<file path="src/rtl/mem_wb_pkg.sv">
// mem_wb_pkg: shared widths and state encoding for the memory/writeback stage.
//   ADDR_W  data-memory and PC address width
//   DATA_W  datapath width
//   REG_AW  register-file address width
//   state_t IDLE (no access outstanding) / MEM (data-memory request in flight)
package mem_wb_pkg;

  localparam int unsigned ADDR_W = 16;
  localparam int unsigned DATA_W = 32;
  localparam int unsigned REG_AW = 4;

  typedef enum logic {
    IDLE = 1'b0,
    MEM  = 1'b1
  } state_t;

endpackage

</file>
<file path="src/rtl/mem_wb_if.sv">
// mem_wb_if: data-memory request/acknowledge bus.
//   master: drives dmem_req/we/addr/wdata, receives dmem_ack/rdata (the stage)
//   slave : the data memory
interface mem_wb_if;
  import mem_wb_pkg::*;

  logic              dmem_req;
  logic              dmem_we;
  logic [ADDR_W-1:0] dmem_addr;
  logic [DATA_W-1:0] dmem_wdata;
  logic              dmem_ack;
  logic [DATA_W-1:0] dmem_rdata;

  modport master (
    output dmem_req, dmem_we, dmem_addr, dmem_wdata,
    input  dmem_ack, dmem_rdata
  );

  modport slave (
    input  dmem_req, dmem_we, dmem_addr, dmem_wdata,
    output dmem_ack, dmem_rdata
  );

endinterface

</file>
<file path="src/rtl/mem_wb_dmem_port.sv">
// dmem_port: owns the IDLE/MEM state and the data-memory request registers,
// holding req/we/addr/wdata stable until the memory acknowledges.
//   clk, rst  clock, asynchronous active-high reset
//   launch_i  start a load/store this cycle (only honoured in IDLE)
//   we_i      1 = store
//   addr_i    request address
//   wdata_i   store data
//   busy_o    combinational: request outstanding (state is MEM)
//   done_o    combinational: memory acknowledges this cycle while in MEM
//   dmem      data-memory bus, master side
module dmem_port
  import mem_wb_pkg::*;
(
  input  logic              clk,
  input  logic              rst,
  input  logic              launch_i,
  input  logic              we_i,
  input  logic [ADDR_W-1:0] addr_i,
  input  logic [DATA_W-1:0] wdata_i,
  output logic              busy_o,
  output logic              done_o,
  mem_wb_if.master          dmem
);

  state_t            state_q, state_d;
  logic              req_q, req_d;
  logic              we_q, we_d;
  logic [ADDR_W-1:0] addr_q, addr_d;
  logic [DATA_W-1:0] wdata_q, wdata_d;

  // State and request registers
  always_ff @(posedge clk or posedge rst) begin
    if (rst) begin
      state_q <= IDLE;
      req_q   <= 1'b0;
      we_q    <= 1'b0;
      addr_q  <= '0;
      wdata_q <= '0;
    end else begin
      state_q <= state_d;
      req_q   <= req_d;
      we_q    <= we_d;
      addr_q  <= addr_d;
      wdata_q <= wdata_d;
    end
  end

  // Next state: launch from IDLE, hold everything in MEM until ack
  always_comb begin
    state_d = state_q;
    req_d   = req_q;
    we_d    = we_q;
    addr_d  = addr_q;
    wdata_d = wdata_q;
    done_o  = 1'b0;
    case (state_q)
      IDLE: begin
        if (launch_i) begin
          state_d = MEM;
          req_d   = 1'b1;
          we_d    = we_i;
          addr_d  = addr_i;
          wdata_d = we_i ? wdata_i : wdata_q;
        end
      end
      MEM: begin
        if (dmem.dmem_ack) begin
          state_d = IDLE;
          req_d   = 1'b0;
          done_o  = 1'b1;
        end
      end
    endcase
  end

  assign busy_o          = (state_q == MEM);
  assign dmem.dmem_req   = req_q;
  assign dmem.dmem_we    = we_q;
  assign dmem.dmem_addr  = addr_q;
  assign dmem.dmem_wdata = wdata_q;

endmodule

</file>
<file path="src/rtl/mem_wb.sv">
// mem_wb: memory/writeback stage. Accepts one result per cycle from ex,
// performs the data-memory handshake for loads/stores, drives the
// register-file write port and issues PC redirects.
//   clk, rst        clock, asynchronous active-high reset
//   v_i ... ctrl_st_i  instruction from ex (valid, result, store data, rd,
//                   writeback enable, branch taken, load, store)
//   stall_o         combinational: ex must hold while an access is outstanding
//   dmem            data-memory bus, master side
//   rf_we/addr/data_o  register-file write port (we is a one-cycle strobe)
//   pc_load/value_o    PC redirect (pc_load is a one-cycle strobe)
// Optional (MEM_WB_FWD_EN): fwd_valid/addr/data_o mirror the rf write port.
module mem_wb
  import mem_wb_pkg::*;
(
  input  logic              clk,
  input  logic              rst,
  input  logic              v_i,
  input  logic [DATA_W-1:0] result_i,
  input  logic [DATA_W-1:0] st_data_i,
  input  logic [REG_AW-1:0] rd_addr_i,
  input  logic              wb_en_i,
  input  logic              branch_en_i,
  input  logic              ctrl_ld_i,
  input  logic              ctrl_st_i,
  output logic              stall_o,
  mem_wb_if.master          dmem,
  output logic              rf_we_o,
  output logic [REG_AW-1:0] rf_addr_o,
  output logic [DATA_W-1:0] rf_data_o,
  output logic              pc_load_o,
  output logic [ADDR_W-1:0] pc_value_o
`ifdef MEM_WB_FWD_EN
  ,
  output logic              fwd_valid_o,
  output logic [REG_AW-1:0] fwd_addr_o,
  output logic [DATA_W-1:0] fwd_data_o
`endif
);

  logic              busy_c, done_c;
  logic              accept_c, is_mem_c, launch_c;
  logic              rf_we_q, rf_we_d;
  logic [REG_AW-1:0] rf_addr_q, rf_addr_d;
  logic [DATA_W-1:0] rf_data_q, rf_data_d;
  logic              pc_load_q, pc_load_d;
  logic [ADDR_W-1:0] pc_value_q, pc_value_d;
  logic [REG_AW-1:0] ld_rd_q, ld_rd_d;
  logic              ld_wb_q, ld_wb_d;
  logic              unused_c;

  // A taken branch overrides any ld/st flags; ld wins over st
  assign accept_c = v_i && !busy_c;
  assign is_mem_c = (ctrl_ld_i || ctrl_st_i) && !branch_en_i;
  assign launch_c = accept_c && is_mem_c;
  assign unused_c = ^result_i[DATA_W-1:ADDR_W];

  dmem_port u_dmem_port (
    .clk      (clk),
    .rst      (rst),
    .launch_i (launch_c),
    .we_i     (ctrl_st_i && !ctrl_ld_i),
    .addr_i   (result_i[ADDR_W-1:0]),
    .wdata_i  (st_data_i),
    .busy_o   (busy_c),
    .done_o   (done_c),
    .dmem     (dmem)
  );

  // Writeback, redirect and pending-load registers
  always_ff @(posedge clk or posedge rst) begin
    if (rst) begin
      rf_we_q    <= 1'b0;
      rf_addr_q  <= '0;
      rf_data_q  <= '0;
      pc_load_q  <= 1'b0;
      pc_value_q <= '0;
      ld_rd_q    <= '0;
      ld_wb_q    <= 1'b0;
    end else begin
      rf_we_q    <= rf_we_d;
      rf_addr_q  <= rf_addr_d;
      rf_data_q  <= rf_data_d;
      pc_load_q  <= pc_load_d;
      pc_value_q <= pc_value_d;
      ld_rd_q    <= ld_rd_d;
      ld_wb_q    <= ld_wb_d;
    end
  end

  // Strobes default low; ALU writes and load completions never coincide
  // because accept only happens in IDLE and completion only in MEM
  always_comb begin
    rf_we_d    = 1'b0;
    rf_addr_d  = rf_addr_q;
    rf_data_d  = rf_data_q;
    pc_load_d  = 1'b0;
    pc_value_d = pc_value_q;
    ld_rd_d    = ld_rd_q;
    ld_wb_d    = ld_wb_q;
    if (launch_c) begin
      ld_rd_d = rd_addr_i;
      ld_wb_d = ctrl_ld_i && wb_en_i;
    end
    if (accept_c && !is_mem_c && wb_en_i) begin
      rf_we_d   = 1'b1;
      rf_addr_d = rd_addr_i;
      rf_data_d = result_i;
    end
    if (accept_c && branch_en_i) begin
      pc_load_d  = 1'b1;
      pc_value_d = result_i[ADDR_W-1:0];
    end
    if (done_c) begin
      ld_wb_d = 1'b0;
      if (ld_wb_q) begin
        rf_we_d   = 1'b1;
        rf_addr_d = ld_rd_q;
        rf_data_d = dmem.dmem_rdata;
      end
    end
  end

  assign stall_o    = busy_c;
  assign rf_we_o    = rf_we_q;
  assign rf_addr_o  = rf_addr_q;
  assign rf_data_o  = rf_data_q;
  assign pc_load_o  = pc_load_q;
  assign pc_value_o = pc_value_q;

`ifdef MEM_WB_FWD_EN
  // Same-cycle bypass of the rf write for the decode stage
  assign fwd_valid_o = rf_we_q;
  assign fwd_addr_o  = rf_addr_q;
  assign fwd_data_o  = rf_data_q;
`endif

endmodule

</file>
<file path="src/flat_wrapper.sv">
// flat-port wrapper written by rule: the top's interface ports become plain ports
module mem_wb_flat import mem_wb_pkg::*;
  (clk, rst, v_i, result_i, st_data_i, rd_addr_i, wb_en_i, branch_en_i, ctrl_ld_i, ctrl_st_i, stall_o, rf_we_o, rf_addr_o, rf_data_o, pc_load_o, pc_value_o, dmem_dmem_req, dmem_dmem_we, dmem_dmem_addr, dmem_dmem_wdata, dmem_dmem_ack, dmem_dmem_rdata);
  mem_wb_if dmem_i ();
  input  logic clk;
  input  logic rst;
  input  logic v_i;
  input  logic [DATA_W-1:0] result_i;
  input  logic [DATA_W-1:0] st_data_i;
  input  logic [REG_AW-1:0] rd_addr_i;
  input  logic wb_en_i;
  input  logic branch_en_i;
  input  logic ctrl_ld_i;
  input  logic ctrl_st_i;
  output logic stall_o;
  output logic rf_we_o;
  output logic [REG_AW-1:0] rf_addr_o;
  output logic [DATA_W-1:0] rf_data_o;
  output logic pc_load_o;
  output logic [ADDR_W-1:0] pc_value_o;
  output wire logic [$bits(dmem_i.dmem_req)-1:0] dmem_dmem_req;
  output wire logic [$bits(dmem_i.dmem_we)-1:0] dmem_dmem_we;
  output wire logic [$bits(dmem_i.dmem_addr)-1:0] dmem_dmem_addr;
  output wire logic [$bits(dmem_i.dmem_wdata)-1:0] dmem_dmem_wdata;
  input wire logic [$bits(dmem_i.dmem_ack)-1:0] dmem_dmem_ack;
  input wire logic [$bits(dmem_i.dmem_rdata)-1:0] dmem_dmem_rdata;
  assign dmem_dmem_req = dmem_i.dmem_req;
  assign dmem_dmem_we = dmem_i.dmem_we;
  assign dmem_dmem_addr = dmem_i.dmem_addr;
  assign dmem_dmem_wdata = dmem_i.dmem_wdata;
  assign dmem_i.dmem_ack = dmem_dmem_ack;
  assign dmem_i.dmem_rdata = dmem_dmem_rdata;
  mem_wb u_core (.clk(clk), .rst(rst), .v_i(v_i), .result_i(result_i), .st_data_i(st_data_i), .rd_addr_i(rd_addr_i), .wb_en_i(wb_en_i), .branch_en_i(branch_en_i), .ctrl_ld_i(ctrl_ld_i), .ctrl_st_i(ctrl_st_i), .stall_o(stall_o), .dmem(dmem_i), .rf_we_o(rf_we_o), .rf_addr_o(rf_addr_o), .rf_data_o(rf_data_o), .pc_load_o(pc_load_o), .pc_value_o(pc_value_o));
endmodule
</file>
<file path="config.mk">
export PLATFORM = sky130hd
export DESIGN_NAME = mem_wb_flat
export DESIGN_NICKNAME = d
export VERILOG_FILES = /design/src/rtl/mem_wb_pkg.sv /design/src/rtl/mem_wb_if.sv /design/src/rtl/mem_wb_dmem_port.sv /design/src/rtl/mem_wb.sv /design/src/flat_wrapper.sv
export SDC_FILE = /design/constraint.sdc
export NUM_CORES = 1
export LEC_CHECK = 0
export ABC_CLOCK_PERIOD_IN_PS = 2070
export BUFFER_PORTS_ARGS = -buffer_cell sky130_fd_sc_hd__buf_2
export CAP_MARGIN = 20
export CORE_UTILIZATION = 35
export DETAILED_ROUTE_END_ITERATION = 8
export PLACE_DENSITY = 0.63
export SETUP_SLACK_MARGIN = 0.15
export SLEW_MARGIN = 10
export SYNTH_ARGS = -nofsm -noshare
export SYNTH_HDL_FRONTEND = slang
export SYNTH_HIERARCHICAL = 1
export SYNTH_SLANG_ARGS = --single-unit
</file>
<file path="constraint.sdc">
create_clock -name clk -period 2.07 [get_ports clk]
set_input_delay 0 -clock clk [delete_from_list [all_inputs] [get_ports clk]]
set_output_delay 0 -clock clk [all_outputs]
set_load 0.02 [all_outputs]
</file>
==> impl_metrics.yaml, run 1 <==
placed_design:
  place_hpwl_mm: 8.73
  io_buffers: 212
  place_inst: 747
  gp_congestion: 0.751
die:
  num_io_pins: 213
  start_util_pct: 36.1
  die_area_um2: 14200
  coreArea_um2: 13300
  die_x_um: 119
  num_rows: 42
  dieHeight_um: 119
clocking:
  worstSkewPairLatency_ns: 0.35
  cts_resized: 0
  clockRootBuffer: "clkbuf_16"
  htree_num_levels: 3
  cts.sinks: 110
  clk_pin_slew_ns: 0.07
  cts_buffer_depth: 2
  cts_inserted_buffers: 9
  cts_tree: "built"
timing:
  finalMaxSlewViolations: 0
  max_freq_mhz: 555
  max_slew.worst_pin.slew_ns: 0.690
  min_period_ns: 1.80
  rsz0062_at_grt: "no"
  fin_worst_skew_ns: 0.00651
  finalSetupViolCount: 0
  hold_violations: 0
  setup_tns_ns: 0
  layout_worst_path_cycle_share_pct: 87.0
  maxSlewHeadroom_pct: 54.0
routing:
  postRouteAntennaNets: 0
  drt_first_pass_iters: 4
  drcViolationCount: 0
  vias: 4208
  vias_per_cell: 4.85
  routed_wl_mm: 13.9
  dr.first_iter.drc_count: 131
  avgRoutedWirePerCell_um: 16.0
finish:
  fillCellCount: 1076
  drive_gt1_share_pct: 44.9
  instances_no_fill: 868
  area_growth_pct: 54.1
  seq_area_um2: 2750
  multi_input_area_um2: 1810
  nNetsFinal: 794
  final_common_cell: "buf_2"
  layout_common_cells: "212 x buf_2, 110 x dfrtp_1, 104 x dlygate4sd3_1, 39 x nor2_1, 38 x mux2_4"
yosys:
  syn_avg_cell_area_um2: 12.8
  synthCells: 376
  ys_types: 30
  synth_area_um2: 4790
  ys_seq_area_share_pct: 57.4
  yosysWarningCount: 6
  synth_seq_cells: 110
  synthesis.nets: 484
power_and_ir_drop:
  power_density_nw_per_um2: 1360
  peakVddDrop_mv: 0.722
  p_leak_nw: 3.69
global_routing:
  grt_pass1_vias: 4363
  grt_max_degree: 72
  grt_pass1_wl_mm: 22.0
  track_usage_pct: 20.1
  globalRouteOverflowTotal: 0
  antenna_found_initial: 1
critical_path:
  crit_type: "reg2reg"
  arrival_ns: 2.04
  end_kind: "register"
  start_kind: "register"
  cp_max_fo: 17
  worstPathRequired_ns: 2.30
job:
  cap_violations: 0
hold_path:
  hp-class: "in2reg"
run_status:
  status: "completed"
-- repair_timing --
action,4_1_cts,5_1_grt
setup buffers,0,0
hold buffers,104,0
endpoints found under the hold margin,152,0
-- cells in the mapped netlist --
master | number | share of area, %
a21oi_1 | 1 | 0.10
a31oi_1 | 36 | 4.7
and2_1 | 1 | 0.13
and3b_1 | 1 | 0.18
buf_12 | 1 | 0.42
buf_2 | 2 | 0.21
buf_4 | 6 | 0.94
buf_6 | 6 | 1.4
buf_8 | 3 | 0.94
clkbuf_1 | 10 | 0.78
dfrtp_1 | 110 | 57
inv_1 | 5 | 0.39
mux2_1 | 5 | 1.2
mux2_2 | 25 | 5.9
mux2_4 | 38 | 12
nand2_1 | 1 | 0.078
nand2b_1 | 1 | 0.13
nand3_1 | 36 | 3.8
nand3b_1 | 1 | 0.16
nand3b_2 | 1 | 0.23
nand3b_4 | 2 | 0.84
nor2_1 | 39 | 3.1
nor2_2 | 1 | 0.13
nor2b_1 | 1 | 0.13
nor2b_4 | 1 | 0.29
o21ai_0 | 25 | 2.6
o21ai_1 | 14 | 1.5
o21ba_1 | 1 | 0.21
o21bai_2 | 1 | 0.23
o22ai_1 | 1 | 0.13
-- area by class of cell --
cell class              instances  area share, %
flip-flops and latches        110           37.3
clock buffers                  11           3.29
multi-input cells             233           24.5
repair buffers                327           29.9
well taps                     176           2.98
clock inverters                 5           1.74
diodes                          1         0.0339
inverters                       5          0.254
-- state kept, by name, summed over array words and instances, names as in the netlist --
name and cells:
u_core/u_dmem_port/dmem.dmem_addr 16, u_core/u_dmem_port/dmem.dmem_wdata 32, u_core/pc_value_o 16, u_core/rf_data_o 32, u_core/rf_we_o 1, u_core/u_dmem_port/dmem.dmem_we 1
u_core/u_dmem_port/dmem.dmem_req 1, u_core/ld_wb_q 1, u_core/ld_rd_q 4, u_core/rf_addr_o 4, u_core/pc_load_o 1, u_core/u_dmem_port/busy_o 1
-- power by group --
group          internal [mW]  switching, mW
Sequential              3.17          0.531
Combinational           1.86           2.41
Clock                   1.34          0.770
Total                   6.37           3.71
-- stage by stage --
step	hold WS (ns)	setup WS, ns	cell area [um2]	utilization (%)	total power, mW
6_report	0.162	0.269	7390	55.6	10.1
3_3_place_gp	0.0137	0.316	5970	44.9	7.73
2_1_floorplan	0.109	0.229	4800	-	6.36
4_1_cts	0.141	0.253	7390	55.6	10.1
5_1_grt	0.165	0.158	7390	55.6	10.6
3_5_place_dp	0.0220	0.265	5970	44.9	7.84
-- path summary, 6_finish.rpt --
| path | from | end | slack (ns) | depth (start not counted) |
|---|---|---|---|---|
| setup reg to reg | u_core/u_dmem_port/busy_o | u_core/u_dmem_port/dmem.dmem_addr[14] | 0.27 | 5 |
| min in group asynchronous | rst | u_core/u_dmem_port/dmem.dmem_addr[2] | 0.21 | 3 |
| hold reg to reg | u_core/pc_value_o[1] | u_core/pc_value_o[1] | 0.49 | 1 |
| max in group asynchronous | rst | u_core/u_dmem_port/dmem.dmem_wdata[21] | 1.09 | 4 |
| setup / recovery | u_core/u_dmem_port/busy_o | u_core/u_dmem_port/dmem.dmem_addr[14] | 0.27 | 5 |
| hold / removal | ctrl_st_i | u_core/u_dmem_port/dmem.dmem_we | 0.16 | 4 |
-- routing by layer --
layer  vias up  global-route usage (%)  share of wire (%)
li1       1963                       -                  -
met1      2026                    24.0                 41
met2       191                    34.4                 50
met3        28                    3.26                5.2
met4         0                    11.0                2.9
met5         -                       0                  0
-- cell families (layout without fill, tap and decap cells) --
group                  after synthesis  in the layout  share of synthesized area (%)
AO/OA/AOI/OAI                       79             79                           9.45
other                                0              1                              0
multiplexers                        68             68                           18.9
buffers and inverters               33            348                           5.09
flip-flops                         110            110                           57.4
AND/OR/NAND/NOR                     86             86                           9.11
-- critical path, cell delays in order, from the launching register on --
cell and delay [ns]:
dfrtp_1 0.38, nand2b_1 0.19, nor2_4 0.27, nor2b_4 0.19, buf_4 0.28, mux2_2 0.37
Power figures use the tool's default switching activity.
==> inputs of run 2 (changes only) <==
--- a/config.mk
+++ b/config.mk
@@ -8,9 +8,11 @@
 export ABC_CLOCK_PERIOD_IN_PS = 2070
 export BUFFER_PORTS_ARGS = -buffer_cell sky130_fd_sc_hd__buf_2
 export CAP_MARGIN = 20
+export CELL_PAD_IN_SITES_DETAIL_PLACEMENT = 0
+export CELL_PAD_IN_SITES_GLOBAL_PLACEMENT = 1
 export CORE_UTILIZATION = 35
 export DETAILED_ROUTE_END_ITERATION = 8
-export PLACE_DENSITY = 0.63
+export PLACE_DENSITY = 0.86
 export SETUP_SLACK_MARGIN = 0.15
 export SLEW_MARGIN = 10
 export SYNTH_ARGS = -nofsm -noshare
==> run 2 against run 1 <==
Sequential power hardly changed. Wire length is 6.4% higher. Combinational power is 1% higher. First-iteration DRC count is 67% higher. Sequential cell count stayed put. Critical endpoint is now u_core/u_dmem_port/dmem.dmem_wdata[29]. Largest cell class unchanged. Largest power group unchanged. Highest routed layer unchanged.
==> impl_metrics.yaml, run 2 (synthesized netlist as in run 1, its figures left out) <==
die:
  num_rows: 42
  start_util_pct: 36.1
  die_x_um: 119
  num_io_pins: 213
  coreArea_um2: 13300
  dieHeight_um: 119
  die_area_um2: 14200
routing:
  wl_met3_um: 927
  vias_per_cell: 4.92
  highest_layer: "met4"
  wl_met2_mm: 7.35
  vias: 4283
  dr.first_iter.drc_count: 219
  postRouteAntennaNets: 0
  drt_first_pass_iters: 5
  routed_wl_mm: 14.7
  m1WireLength_mm: 6.00
  drcViolationCount: 0
  avgRoutedWirePerCell_um: 16.9
timing:
  layout_worst_path_cycle_share_pct: 85.2
  max_freq_mhz: 567
  fin_worst_skew_ns: 0.00449
  min_period_ns: 1.76
  hold_violations: 0
  maxSlewHeadroom_pct: 61.2
  rsz0062_at_grt: "no"
  setup_tns_ns: 0
  finalMaxSlewViolations: 0
  whs_ns: 0.143
  setup_slack_ns: 0.306
  finalSetupViolCount: 0
  max_slew.worst_pin.slew_ns: 0.582
critical_path:
  worstPathRequired_ns: 2.30
  cp_max_fo: 32
  end_kind: "register"
  cp_cell_sequence: "nand2b_1 > nor2_4 > nand3b_4 > buf_4 > mux2_4"
  critPathMaxStageDelay_ns: 0.38
  cpMaxStageDelayCell: "dfrtp_1"
  critPathBufInv: 1
  start_kind: "register"
  arrival_ns: 1.99
  crit_type: "reg2reg"
  cp_top_family: "simple AND/OR/NAND/NOR gates"
finish:
  area_growth_pct: 52.4
  nNetsFinal: 800
  drive_gt1_share_pct: 44.9
  num_antenna_cells: 0
  final_common_cell: "buf_2"
  instances_no_fill: 871
  fin_area_um2: 7310
  layout_common_cells: "212 x buf_2, 110 x dfrtp_1, 104 x dlygate4sd3_1, 39 x nor2_1, 38 x mux2_4"
placed_design:
  io_buffers: 212
  place_ws_ns: 0.336
  place_hpwl_mm: 9.34
  placed_area_um2: 5990
  gp_congestion: 0.802
  place_inst: 753
global_routing:
  antenna_found_initial: 0
  track_usage_pct: 21.0
  grt_pass1_vias: 4645
  grt_pass1_wl_mm: 23.2
  grt_max_degree: 42
  globalRouteOverflowTotal: 0
clocking:
  clockRootBuffer: "clkbuf_16"
  cts_buffer_depth: 2
  worstSkewPairLatency_ns: 0.34
  htree_num_levels: 3
  cts.sinks: 110
  cts_tree: "built"
  post_cts_buffers: 0
  clk_pin_slew_ns: 0.07
  cts_inserted_buffers: 9
run_status:
  status: "completed"
power_and_ir_drop:
  peakVddDrop_mv: 0.764
  power_density_nw_per_um2: 1330
  p_leak_nw: 3.66
hold_path:
  hp-class: "in2reg"
job:
  cap_violations: 0
## run 2: cell count changes in the layout (fill, tap and decap cells not counted), moves of 2 or more
cell,previous run,this run
buf_12,2,0
buf_4,9,17
bufinv_16,4,1
clkbuf_1,1,3
## run 2: where the power goes
group	leakage [nW]	switching [mW]	internal [mW]	total, mW
clock	0.132	0.740	0.926	1.67
sequential	1.35	0.528	3.17	3.69
combinational	2.18	2.46	1.87	4.33
## run 2: layer usage
metal	GRT usage, %	vias up
met5	0	-
met4	10.2	0
met3	4.55	36
met2	36.6	196
met1	24.5	2079
li1	-	1972
## run 2: metrics by stage
stage               total power [mW]  util (%)
finish                          9.69      55.0
global route                    10.2      55.0
CTS                             9.74      55.0
detailed placement              7.89      45.1
global placement                7.76      45.1
floorplan                       6.36         -
## run 2: final cells by class
type | count | area (um2)
repair buffers | 333 | 2230
clock inverters | 2 | 35.0
flip-flops and latches | 110 | 2750
fillers | 1090 | 5990
well taps | 176 | 220
clock buffers | 12 | 236
multi-input cells | 233 | 1810
inverters | 5 | 18.8
## run 2: worst paths after layout
check | endpoint | slack [ns] | start | cells after the start
hold reg to reg | u_core/pc_value_o[0] | 0.49 | u_core/pc_value_o[0] | 1
setup reg to reg | u_core/u_dmem_port/dmem.dmem_wdata[29] | 0.31 | u_core/u_dmem_port/busy_o | 5
max in group asynchronous | u_core/rf_data_o[7] | 1.09 | rst | 4
hold / removal | u_core/u_dmem_port/dmem.dmem_we | 0.14 | ctrl_st_i | 4
setup / recovery | u_core/u_dmem_port/dmem.dmem_wdata[29] | 0.31 | u_core/u_dmem_port/busy_o | 5
min in group asynchronous | u_core/u_dmem_port/dmem.dmem_wdata[3] | 0.20 | rst | 3
## run 2: repair_timing
| action | in CTS | in global routing |
|---|---|---|
| hold buffers | 104 | 0 |
| resized for setup | 0 | 0 |
| hold endpoints to repair | 153 | 0 |
## run 2: worst reg2reg max path: cells and delay by family (launching register included)
family | cells | cell delay (ns)
flip-flops | 1 | 0.38
buffers and inverters | 1 | 0.30
multiplexers | 1 | 0.41
AND/OR/NAND/NOR | 3 | 0.56
==> inputs of run 3 (changes only) <==
--- a/config.mk
+++ b/config.mk
@@ -5,14 +5,15 @@
 export SDC_FILE = /design/constraint.sdc
 export NUM_CORES = 1
 export LEC_CHECK = 0
+export ABC_AREA = 1
 export ABC_CLOCK_PERIOD_IN_PS = 2070
 export BUFFER_PORTS_ARGS = -buffer_cell sky130_fd_sc_hd__buf_2
 export CAP_MARGIN = 20
 export CELL_PAD_IN_SITES_DETAIL_PLACEMENT = 0
 export CELL_PAD_IN_SITES_GLOBAL_PLACEMENT = 1
-export CORE_UTILIZATION = 35
+export CORE_UTILIZATION = 34
 export DETAILED_ROUTE_END_ITERATION = 8
-export PLACE_DENSITY = 0.86
+export PLACE_DENSITY = 0.88
 export SETUP_SLACK_MARGIN = 0.15
 export SLEW_MARGIN = 10
 export SYNTH_ARGS = -nofsm -noshare
==> run 3 against run 2 <==
Via count grew 18%. First-iteration DRC count grew 74%. Combinational power shrank 40%. Largest cell class unchanged.
==> impl_metrics.yaml, run 3 <==
run_status:
  status: "completed"
critical_path:
  cp_max_fo: 33
  start_kind: "register"
  crit_start: "u_core/u_dmem_port/busy_o"
  arrival_ns: 1.88
  cp_top_family: "simple AND/OR/NAND/NOR gates"
  cp_cell_sequence: "inv_2 > nand2_2 > nor2_4 > nand3_4 > nand2_1 > nand2_1"
  crit_type: "reg2reg"
  critPathBufInv: 1
  worstPathRequired_ns: 2.30
  critPathMaxStageDelay_ns: 0.44
  cpMaxStageDelayCell: "dfrtp_1"
  cpMostUsedCell: "nand2_1"
  r2r_start: "u_core/u_dmem_port/busy_o"
  end_kind: "register"
timing:
  layout_worst_path_cycle_share_pct: 79.3
  fin_worst_skew_ns: 0.00753
  setup_tns_ns: 0
  rsz0062_at_grt: "no"
  finalMaxSlewViolations: 0
  finalSetupViolCount: 0
  maxSlewHeadroom_pct: 56.0
  hold_violations: 0
  min_period_ns: 1.64
  max_freq_mhz: 609
  max_slew.worst_pin.slew_ns: 0.661
  whs_ns: 0.0159
power_and_ir_drop:
  peakVddDrop_mv: 0.547
  internal_power_mw: 4.76
  p_sw_mw: 2.78
  sw_frac_of_total_pct: 36.9
  p_seq_share_pct: 40.4
  power_density_nw_per_um2: 999
  pwr-share-clk_pct: 25.0
  combPwrFrac_pct: 34.6
  p_leak_nw: 4.26
clocking:
  cts.sinks: 110
  post_cts_buffers: 0
  worstSkewPairLatency_ns: 0.35
  clockRootBuffer: "clkbuf_16"
  cts_buffer_depth: 2
  clk_pin_slew_ns: 0.08
  cts_inserted_buffers: 9
  htree_num_levels: 3
  cts_resized: 0
  cts_tree: "built"
yosys:
  synth_area_leader_cell: "dfrtp_1"
  synth_edf_count: 0
  yosysWarningCount: 6
  netlist_top_cells_area: "dfrtp_1 54%, nand2_1 17%, nand3_1 8.8%"
  ys_seq_area_share_pct: 54.2
  synth_top_area_share_pct: 54.2
  async_flop_share_pct: 100
  yosys-top-cells-count: "226 x nand2_1, 110 x dfrtp_1, 89 x nand3_1, 81 x inv_1, 32 x nand4_1"
  ys_types: 24
  synthCells: 617
  synth_area_um2: 5080
  ys.flop_type: "dfrtp_1"
  syn_avg_cell_area_um2: 8.23
  synthesis.nets: 725
  synth_most_common_cell: "nand2_1"
  synth_seq_cells: 110
die:
  num_io_pins: 213
  coreArea_um2: 14500
  die_x_um: 124
  die_area_um2: 15400
  num_rows: 44
  start_util_pct: 34.9
  dieHeight_um: 124
finish:
  fillCellCount: 1435
  final_common_cell: "nand2_1"
  num_antenna_cells: 0
  area_growth_pct: 48.7
  drive_gt1_share_pct: 27.5
  layout_common_cells: "226 x nand2_1, 212 x buf_2, 110 x dfrtp_1, 103 x dlygate4sd3_1, 89 x nand3_1"
  fin_util_pct: 51.9
  nNetsFinal: 1025
placed_design:
  gp_congestion: 0.757
  place_hpwl_mm: 9.95
  io_buffers: 212
global_routing:
  track_usage_pct: 21.3
  antenna_found_initial: 0
  grt_pass1_wl_mm: 26.2
  grt_max_degree: 60
  globalRouteOverflowTotal: 0
  grt_pass1_vias: 5169
hold_path:
  hp-class: "in2reg"
  min_from: "result_i[28]"
routing:
  drcViolationCount: 0
  dr.first_iter.drc_count: 382
  vias_per_cell: 4.56
  routed_wl_mm: 15.7
  drt_first_pass_iters: 5
  postRouteAntennaNets: 0
  avgRoutedWirePerCell_um: 14.2
  vias: 5047
job:
  cap_violations: 0
## run 3: routing by layer
metal	vias up	global-route usage, %	routed length, um
li1	2526	-	-
met2	194	34.2	7540
met3	41	5.43	918
met5	-	0	0
met4	0	10.5	624
met1	2286	26.6	6600
## run 3: what timing repair did
action / in CTS / in global routing
setup endpoints to repair: 0 / 0
hold buffers: 103 / 0
hold endpoints to repair: 217 / 0
## run 3: final timing paths
path	endpoint	slack, ns	cells past startpoint
max in group asynchronous	u_core/u_dmem_port/dmem.dmem_addr[4]	1.22	4
min in group asynchronous	u_core/rf_addr_o[3]	0.29	4
worst min-delay path	u_core/rf_data_o[28]	0.02	5
worst min register to register	u_core/u_dmem_port/dmem.dmem_addr[15]	0.47	2
worst max-delay path	u_core/u_dmem_port/dmem.dmem_wdata[17]	0.43	6
worst max register to register	u_core/u_dmem_port/dmem.dmem_wdata[17]	0.43	6
## run 3: worst reg2reg max path, cell delays in order (launching register included)
cell and delay, ns:
dfrtp_1 0.44, inv_2 0.07, nand2_2 0.09, nor2_4 0.30, nand3_4 0.37, nand2_1 0.18, nand2_1 0.07
## run 3: stage by stage
stage          setup slack (ns)  power (mW)  std cells  area, um2
6_report                  0.428        7.54       1106       7550
5_1_grt                   0.242        8.04       1106       7550
4_1_cts                   0.418        7.60       1106       7550
3_5_place_dp              0.432        5.53        987       6190
3_3_place_gp              0.490        5.49        987       6190
2_1_floorplan             0.605        4.62        617       5080
## run 3: kinds of logic after synthesis
logic type | count (synthesis) | share of synthesized area, %
AND/OR/NAND/NOR | 358 | 31.0
flip-flops | 110 | 54.2
AO/OA/AOI/OAI | 25 | 2.54
buffers and inverters | 124 | 12.2
## run 3: area by class of cell
| type | count | area (um2) | share of cell area (%) |
|---|---|---|---|
| timing repair buffer | 329 | 2210 | 29.3 |
| inverter | 84 | 318 | 4.21 |
| multi-input combinational | 383 | 1720 | 22.7 |
| sequential | 110 | 2750 | 36.5 |
| tap | 184 | 230 | 3.05 |
| clock inverter | 6 | 85.1 | 1.13 |
| clock buffer | 10 | 239 | 3.17 |
## run 3: power by group through the flow
stage / clock, mW / sequential [mW] / combinational [mW]
6_report: 1.89 / 3.05 / 2.61
2_1_floorplan: 0 / 3.79 / 0.831
3_5_place_dp: 0 / 3.07 / 2.46
4_1_cts: 1.95 / 3.05 / 2.61
5_1_grt: 2.04 / 3.13 / 2.86
3_3_place_gp: 0 / 3.07 / 2.42
